**src/rtl/serv_lsu_ctrl_pkg.sv**
```systemverilog
// Shared types and constants for the bit-serial load/store controller.
//   state_e  : controller FSM states
//   size_e   : access size latched at start
//   wb_req_t : data-bus request payload driven by the controller
package serv_lsu_ctrl_pkg;

  localparam int unsigned XLEN  = 32;
  localparam int unsigned CNT_W = 5;
  localparam int unsigned SEL_W = 4;

  typedef enum logic [1:0] {
    ST_IDLE  = 2'd0,
    ST_FILL  = 2'd1,
    ST_BUS   = 2'd2,
    ST_DRAIN = 2'd3
  } state_e;

  typedef enum logic [1:0] {
    SZ_BYTE = 2'd0,
    SZ_HALF = 2'd1,
    SZ_WORD = 2'd2
  } size_e;

  localparam logic [SEL_W-1:0] SEL_BYTE = 4'b0001;
  localparam logic [SEL_W-1:0] SEL_HALF = 4'b0011;
  localparam logic [SEL_W-1:0] SEL_WORD = 4'b1111;

  typedef struct packed {
    logic             cyc;
    logic             we;
    logic [SEL_W-1:0] sel;
    logic [XLEN-1:0]  adr;
    logic [XLEN-1:0]  dat;
  } wb_req_t;

  // Word wins over half; neither means byte.
  function automatic size_e decode_size(input logic word, input logic half);
    size_e sz;
    sz = SZ_BYTE;
    if (word)      sz = SZ_WORD;
    else if (half) sz = SZ_HALF;
    return sz;
  endfunction

  // True when serial bit index idx lies inside the loaded value (not extension).
  function automatic logic bit_in_width(input size_e sz, input logic [CNT_W-1:0] idx);
    logic in_w;
    case (sz)
      SZ_BYTE: in_w = (idx[4:3] == 2'b00);
      SZ_HALF: in_w = ~idx[4];
      default: in_w = 1'b1;
    endcase
    return in_w;
  endfunction

  function automatic logic is_misaligned(input size_e sz, input logic [1:0] lsb);
    logic mis;
    case (sz)
      SZ_HALF: mis = lsb[0];
      SZ_WORD: mis = |lsb;
      default: mis = 1'b0;
    endcase
    return mis;
  endfunction

endpackage

```
**src/rtl/serv_lsu_ctrl_if.sv**
```systemverilog
// Data-bus interface between the load/store controller and memory.
//   req : request payload (cyc, we, sel, adr, dat) from controller
//   rdt : read data from memory
//   ack : single-cycle acknowledge from memory
interface serv_lsu_ctrl_if;
  import serv_lsu_ctrl_pkg::*;

  wb_req_t         req;
  logic [XLEN-1:0] rdt;
  logic            ack;

  modport master (output req, input rdt, input ack);
  modport slave  (input req, output rdt, output ack);

endinterface

```
**src/rtl/serv_lsu_lane.sv**
```systemverilog
// Byte-lane steering for the load/store controller (combinational).
//   size_i, lsb_i : latched access size and address LSBs
//   wdat_i        : collected store data
//   rdt_i         : raw bus read data
//   signed_i      : sign-extend the loaded value
//   sel_o         : byte-lane enables
//   wdat_o        : store data replicated across lanes
//   rdat_o        : read data shifted so the addressed byte sits at bit 0
//   sign_o        : extension bit for the serial load stream
module serv_lsu_lane
  import serv_lsu_ctrl_pkg::*;
(
  input  size_e            size_i,
  input  logic [1:0]       lsb_i,
  input  logic [XLEN-1:0]  wdat_i,
  input  logic [XLEN-1:0]  rdt_i,
  input  logic             signed_i,
  output logic [SEL_W-1:0] sel_o,
  output logic [XLEN-1:0]  wdat_o,
  output logic [XLEN-1:0]  rdat_o,
  output logic             sign_o
);

  always_comb begin
    sel_o  = SEL_BYTE << lsb_i;
    wdat_o = {4{wdat_i[7:0]}};
    rdat_o = rdt_i >> {lsb_i, 3'b000};
    sign_o = signed_i & rdat_o[7];
    case (size_i)
      SZ_WORD: begin
        sel_o  = SEL_WORD;
        wdat_o = wdat_i;
        sign_o = signed_i & rdat_o[31];
      end
      SZ_HALF: begin
        sel_o  = SEL_HALF << lsb_i;
        wdat_o = {2{wdat_i[15:0]}};
        sign_o = signed_i & rdat_o[15];
      end
      default: ;
    endcase
  end

endmodule

```
**src/rtl/serv_lsu_ctrl.sv**
```systemverilog
// Bit-serial load/store controller.
//   i_clk, i_rst_n : clock, async active-low reset
//   i_start..i_signed : op request, sampled in IDLE
//   i_en, i_rs2    : serial step enable and store data (LSB first)
//   i_lsb, i_adr   : address LSBs and word-aligned bus address
//   o_rd           : serial load data (LSB first) in DRAIN
//   o_busy, o_done, o_misalign : status
//   wb             : data-bus master port
module serv_lsu_ctrl
  import serv_lsu_ctrl_pkg::*;
#(
  parameter bit WITH_MISALIGN = 1'b1
) (
  input  logic            i_clk,
  input  logic            i_rst_n,
  input  logic            i_start,
  input  logic            i_we,
  input  logic            i_word,
  input  logic            i_half,
  input  logic            i_signed,
  input  logic            i_en,
  input  logic            i_rs2,
  input  logic [1:0]      i_lsb,
  input  logic [XLEN-1:0] i_adr,
  output logic            o_rd,
  output logic            o_busy,
  output logic            o_done,
  output logic            o_misalign,
  serv_lsu_ctrl_if.master wb
);

  state_e           state_q;
  size_e            size_q;
  logic [XLEN-1:0]  dat_q;
  logic [XLEN-1:0]  adr_q;
  logic [CNT_W-1:0] cnt_q;
  logic [1:0]       lsb_q;
  logic             we_q;
  logic             signed_q;
  logic             sign_q;
  logic             cyc_q;
  logic             done_q;
  logic             misalign_q;
  logic             rd_q;

  size_e            size_d;
  logic             misalign_c;
  logic [CNT_W-1:0] cnt_d;
  logic             cnt_last_c;
  logic [SEL_W-1:0] sel_c;
  logic [XLEN-1:0]  wdat_c;
  logic [XLEN-1:0]  rdat_c;
  logic             sign_c;
  wb_req_t          req_c;

  // Request decode at i_start.
  assign size_d     = decode_size(i_word, i_half);
  assign misalign_c = WITH_MISALIGN && is_misaligned(size_d, i_lsb);
  assign cnt_d      = cnt_q + CNT_W'(1);
  assign cnt_last_c = (cnt_q == {CNT_W{1'b1}});

  serv_lsu_lane u_lane (
    .size_i   (size_q),
    .lsb_i    (lsb_q),
    .wdat_i   (dat_q),
    .rdt_i    (wb.rdt),
    .signed_i (signed_q),
    .sel_o    (sel_c),
    .wdat_o   (wdat_c),
    .rdat_o   (rdat_c),
    .sign_o   (sign_c)
  );

  // Controller FSM with counter, shift register and registered status.
  always_ff @(posedge i_clk or negedge i_rst_n) begin
    if (!i_rst_n) begin
      state_q    <= ST_IDLE;
      size_q     <= SZ_BYTE;
      dat_q      <= '0;
      adr_q      <= '0;
      cnt_q      <= '0;
      lsb_q      <= '0;
      we_q       <= 1'b0;
      signed_q   <= 1'b0;
      sign_q     <= 1'b0;
      cyc_q      <= 1'b0;
      done_q     <= 1'b0;
      misalign_q <= 1'b0;
      rd_q       <= 1'b0;
    end else begin
      done_q     <= 1'b0;
      misalign_q <= 1'b0;
      case (state_q)
        ST_IDLE: begin
          if (i_start) begin
            size_q   <= size_d;
            we_q     <= i_we;
            signed_q <= i_signed;
            lsb_q    <= i_lsb;
            cnt_q    <= '0;
            if (misalign_c) begin
              misalign_q <= 1'b1;
            end else if (i_we) begin
              state_q <= ST_FILL;
            end else begin
              state_q <= ST_BUS;
              cyc_q   <= 1'b1;
              adr_q   <= i_adr;
            end
          end
        end
        ST_FILL: begin
          if (i_en) begin
            dat_q <= {i_rs2, dat_q[XLEN-1:1]};
            cnt_q <= cnt_d;
            if (cnt_last_c) begin
              state_q <= ST_BUS;
              cyc_q   <= 1'b1;
              adr_q   <= i_adr;
            end
          end
        end
        ST_BUS: begin
          if (wb.ack) begin
            cyc_q <= 1'b0;
            if (we_q) begin
              state_q <= ST_IDLE;
              done_q  <= 1'b1;
            end else begin
              state_q <= ST_DRAIN;
              dat_q   <= rdat_c;
              sign_q  <= sign_c;
              cnt_q   <= '0;
              rd_q    <= rdat_c[0];
            end
          end
        end
        ST_DRAIN: begin
          if (i_en) begin
            dat_q <= dat_q >> 1;
            cnt_q <= cnt_d;
            if (cnt_last_c) begin
              state_q <= ST_IDLE;
              done_q  <= 1'b1;
              rd_q    <= 1'b0;
            end else begin
              // Present the next bit now so o_rd stays a registered output.
              rd_q <= bit_in_width(size_q, cnt_d) ? dat_q[1] : sign_q;
            end
          end
        end
        default: state_q <= ST_IDLE;
      endcase
    end
  end

  always_comb begin
    req_c     = '0;
    req_c.cyc = cyc_q;
    req_c.we  = we_q;
    req_c.sel = sel_c;
    req_c.adr = adr_q;
    req_c.dat = wdat_c;
  end

  assign wb.req     = req_c;
  assign o_rd       = rd_q;
  assign o_busy     = (state_q != ST_IDLE);
  assign o_done     = done_q;
  assign o_misalign = misalign_q;

endmodule

```
**src/flat_wrapper.sv**
```systemverilog
// flat-port wrapper written by rule: the top's interface ports become plain ports
module serv_lsu_ctrl_flat import serv_lsu_ctrl_pkg::*;
#(
  parameter bit WITH_MISALIGN = 1'b1
)
  (i_clk, i_rst_n, i_start, i_we, i_word, i_half, i_signed, i_en, i_rs2, i_lsb, i_adr, o_rd, o_busy, o_done, o_misalign, wb_req, wb_rdt, wb_ack);
  serv_lsu_ctrl_if wb_i ();
  input  logic i_clk;
  input  logic i_rst_n;
  input  logic i_start;
  input  logic i_we;
  input  logic i_word;
  input  logic i_half;
  input  logic i_signed;
  input  logic i_en;
  input  logic i_rs2;
  input  logic [1:0] i_lsb;
  input  logic [XLEN-1:0] i_adr;
  output logic o_rd;
  output logic o_busy;
  output logic o_done;
  output logic o_misalign;
  output wire logic [$bits(wb_i.req)-1:0] wb_req;
  input wire logic [$bits(wb_i.rdt)-1:0] wb_rdt;
  input wire logic [$bits(wb_i.ack)-1:0] wb_ack;
  assign wb_req = wb_i.req;
  assign wb_i.rdt = wb_rdt;
  assign wb_i.ack = wb_ack;
  serv_lsu_ctrl #(.WITH_MISALIGN(WITH_MISALIGN)) u_core (.i_clk(i_clk), .i_rst_n(i_rst_n), .i_start(i_start), .i_we(i_we), .i_word(i_word), .i_half(i_half), .i_signed(i_signed), .i_en(i_en), .i_rs2(i_rs2), .i_lsb(i_lsb), .i_adr(i_adr), .o_rd(o_rd), .o_busy(o_busy), .o_done(o_done), .o_misalign(o_misalign), .wb(wb_i));
endmodule
```
**config.mk**
```make
export PLATFORM = sky130hd
export DESIGN_NAME = serv_lsu_ctrl_flat
export DESIGN_NICKNAME = d
export VERILOG_FILES = /design/src/rtl/serv_lsu_ctrl_pkg.sv /design/src/rtl/serv_lsu_ctrl_if.sv /design/src/rtl/serv_lsu_lane.sv /design/src/rtl/serv_lsu_ctrl.sv /design/src/flat_wrapper.sv
export SDC_FILE = /design/constraint.sdc
export NUM_CORES = 1
export LEC_CHECK = 0
export ABC_AREA = 1
export BUFFER_PORTS_ARGS = -buffer_cell sky130_fd_sc_hd__buf_2
export CAP_MARGIN = 15
export CORE_MARGIN = 8
export CORE_UTILIZATION = 50
export DETAILED_ROUTE_END_ITERATION = 6
export PLACE_DENSITY = 0.84
export SLEW_MARGIN = 5
export SYNTH_ARGS = -nofsm -noshare
export SYNTH_HDL_FRONTEND = slang
export SYNTH_SLANG_ARGS = --single-unit
```
**constraint.sdc**
```tcl
create_clock -name i_clk -period 2.4 [get_ports i_clk]
set_input_delay 0.48 -clock i_clk [delete_from_list [all_inputs] [get_ports i_clk]]
set_output_delay 0.48 -clock i_clk [all_outputs]
set_load 0.05 [all_outputs]
```
==> results.toml <==
[status]
status = "finished clean"

[cts]
cts_hold_buf = 0
cts_root_buffer = "clkbuf_8"
clkSlewWorstSetupHoldPaths_ps = 90
cts_tree = "built"
clock_latency_ps = 360
cts-buffers-inserted = 9
cts_max_level = 3
clock-sinks = 82
clk_path_buf_depth = 2

[die]
row_count = 35
start_util = 0.507
die_area_mm2 = 0.0126
die_x_um = 112
core-area_mm2 = 0.00911
die_h_um = 112
ios = 150

[sta]
grt_setup_unrepaired = "yes"
finalCritPeriodShare = 0.994
slew_headroom = 0.658
finalSetupViolCount = 0
max_freq_mhz = 419
post-route-min-period_ps = 2380
skew_ps = 13.7
hold_viol_final = 0
drv_slew = 0
worst_slew_pin_slew_ps = 514
worst_slack_ps = 15.0

[global_routing]
antenna_found_initial = 0
met1_usage = 0.276
overflow = 0
grt_util_met2 = 0.349
grt_pass1_vias = 4694
grtUsageMet3 = 0.0666
grt_pass1_wl_mm = 22.8
grt_max_degree = 83
grt_usage = 0.222
grt.busiest_layer = "met2"

[detailed_routing]
postRouteAntennaNets = 0
remaining_drc_errors = 0
drt_wl_total_mm = 14.3
drt_iter0_drc = 472
wl_per_cell_um = 16.9
vias = 4815
via_per_inst = 5.67
dr.pass1.iters = 5

[placed_design]
port_buffers = 149
globalplace.congestion = 0.882
hpwl_mm = 10.6
placedCellCount = 830
placedInstanceArea_mm2 = 0.00548
dp_slack_ps = 56.7

[synthesis]
ys_seq_area_frac = 0.444
netlist_instances = 596
yosys.area.top_type = "dfrtp_1"
synth_area_leaders = "dfrtp_1, nand2_1, o21ai_0"
synthMostInstantiatedCell = "nand2_1"
yosysTopAreaCellShare = 0.444
syn_area_mm2 = 0.00462
synth_common_cells = "nand2_1, dfrtp_1, o21ai_0"
synth_edf_count = 0
synth_warnings = 0
ys_ff_latch = 82
ys.flop_type = "dfrtp_1"
syn_area_per_cell_um2 = 7.75
synth_nets = 677
synth_cell_type_count = 36
async_flop_share = 1.00

[setup_path]
critPathMaxFanout = 17
critPathKind = "reg2out"
startpoint_type = "flip-flop"
slowest_stage = "dfrtp_1"
cpPeakStageDelay_ps = 360
critical_path_arrival_ps = 1900
crit_required_ps = 1920
r2r-start = "u_core.cnt_q[0]$_DFFE_PN0P_"
path_cells = "inv_1, ha_4, clkinv_2, buf_12, o31ai_2, buf_6"
crit_path_start = "u_core.size_q[0]$_DFFE_PN0P_"
endpoint_kind = "primary output"

[final_layout]
multi_input_area_mm2 = 0.00226
fin_nets = 814
final_cell_count_no_fill = 849
final_util = 0.648
fill_cells = 773
diodes = 0
layout.area.seq_mm2 = 0.00205
syn2layout_area_growth_pct = 27.9
final_area_mm2 = 0.00590
drive_above_1_share = 0.313

[hold_path]
hold_path.class = "in2async"

[run]
drv_cap = 0
[worst max-delay path, delay by kind of cell (launching register included)]
family | cells | cell delay [ps]
buf+inv | 4 | 560
compound gates | 1 | 290
flops | 1 | 360
fa+ha+maj | 1 | 320
[worst paths after layout]
check | endpoint | slack, ps | cells after the start
setup / recovery | wb_req[11] | 20 | 6
hold / removal | u_core.adr_q[22]$_DFFE_PN0P_ | 130 | 2
max in group asynchronous | u_core.dat_q[1]$_DFFE_PN0P_ | 1910 | 2
min in group i_clk | u_core.signed_q$_DFFE_PN0P_ | 340 | 3
setup reg to reg | u_core.adr_q[8]$_DFFE_PN0P_ | 190 | 12
hold reg to reg | u_core.adr_q[26]$_DFFE_PN0P_ | 470 | 2
[placed cells by master (no fill, tap or decap), types with 9 or more instances in the layout]
master    Yosys  layout
or2_2        11      11
o22ai_1      13      13
buf_4        15      24
a21oi_1      15      15
buf_2        14     131
buf_6         2      10
nand3_1      48      48
nand2_1     172     170
o21ai_0      57      48
o21ai_1       5      14
a22oi_1      13      13
inv_1        51      50
dfrtp_1      82      82
nor2_1       29      28
clkbuf_8      0       9
[area by class of cell]
type                    instances  share of cell area
multi-input cells             415               0.383
repair buffers                170               0.173
clock buffers                  10              0.0216
inverters                      55              0.0360
well taps                     111              0.0235
flip-flops and latches         82               0.348
clock inverters                 6              0.0153
[per-layer routing]
| layer | wire [µm] | up-vias |
|---|---|---|
| met1 | 6170 | 2260 |
| met5 | 0 | - |
| met2 | 6420 | 255 |
| met3 | 1290 | 37 |
| met4 | 430 | 0 |
| li1 | - | 2263 |
[flip-flops by register name, indices dropped and copies added (netlist names)]
name,flops
u_core.o_rd,1
u_core.signed_q,1
u_core.cnt_q,5
u_core.cyc_q,1
u_core.o_misalign,1
u_core.adr_q,32
u_core.sign_q,1
u_core.we_q,1
u_core.o_done,1
u_core.lsb_q,2
u_core.size_q,2
u_core.state_q,2
u_core.dat_q,32
[logic make-up after synthesis]
kind of cell | Yosys count | share of synthesized area
AO/OA/AOI/OAI | 139 | 0.188
adder cells (fa/ha/maj) | 5 | 0.0136
buffers and inverters | 99 | 0.101
flip-flops | 82 | 0.444
AND/OR/NAND/NOR | 271 | 0.253
[metrics by stage]
stage	hold slack [ps]	setup TNS, ps
2_1_floorplan	184	-2340
5_1_grt	161	-158
6_report	131	0
3_3_place_gp	448	0
4_1_cts	160	0
3_5_place_dp	453	0
[what timing repair did]
| item | 4_1_cts | 5_1_grt |
|---|---|---|
| pin swaps | 0 | 1 |
| gates resized for setup | 26 | 22 |
| buffers inserted | 1 | 2 |
| setup endpoints to repair | 24 | 43 |
Power is not shown: default switching activity piles up to over one toggle a cycle in this logic, so the estimate is an artifact.
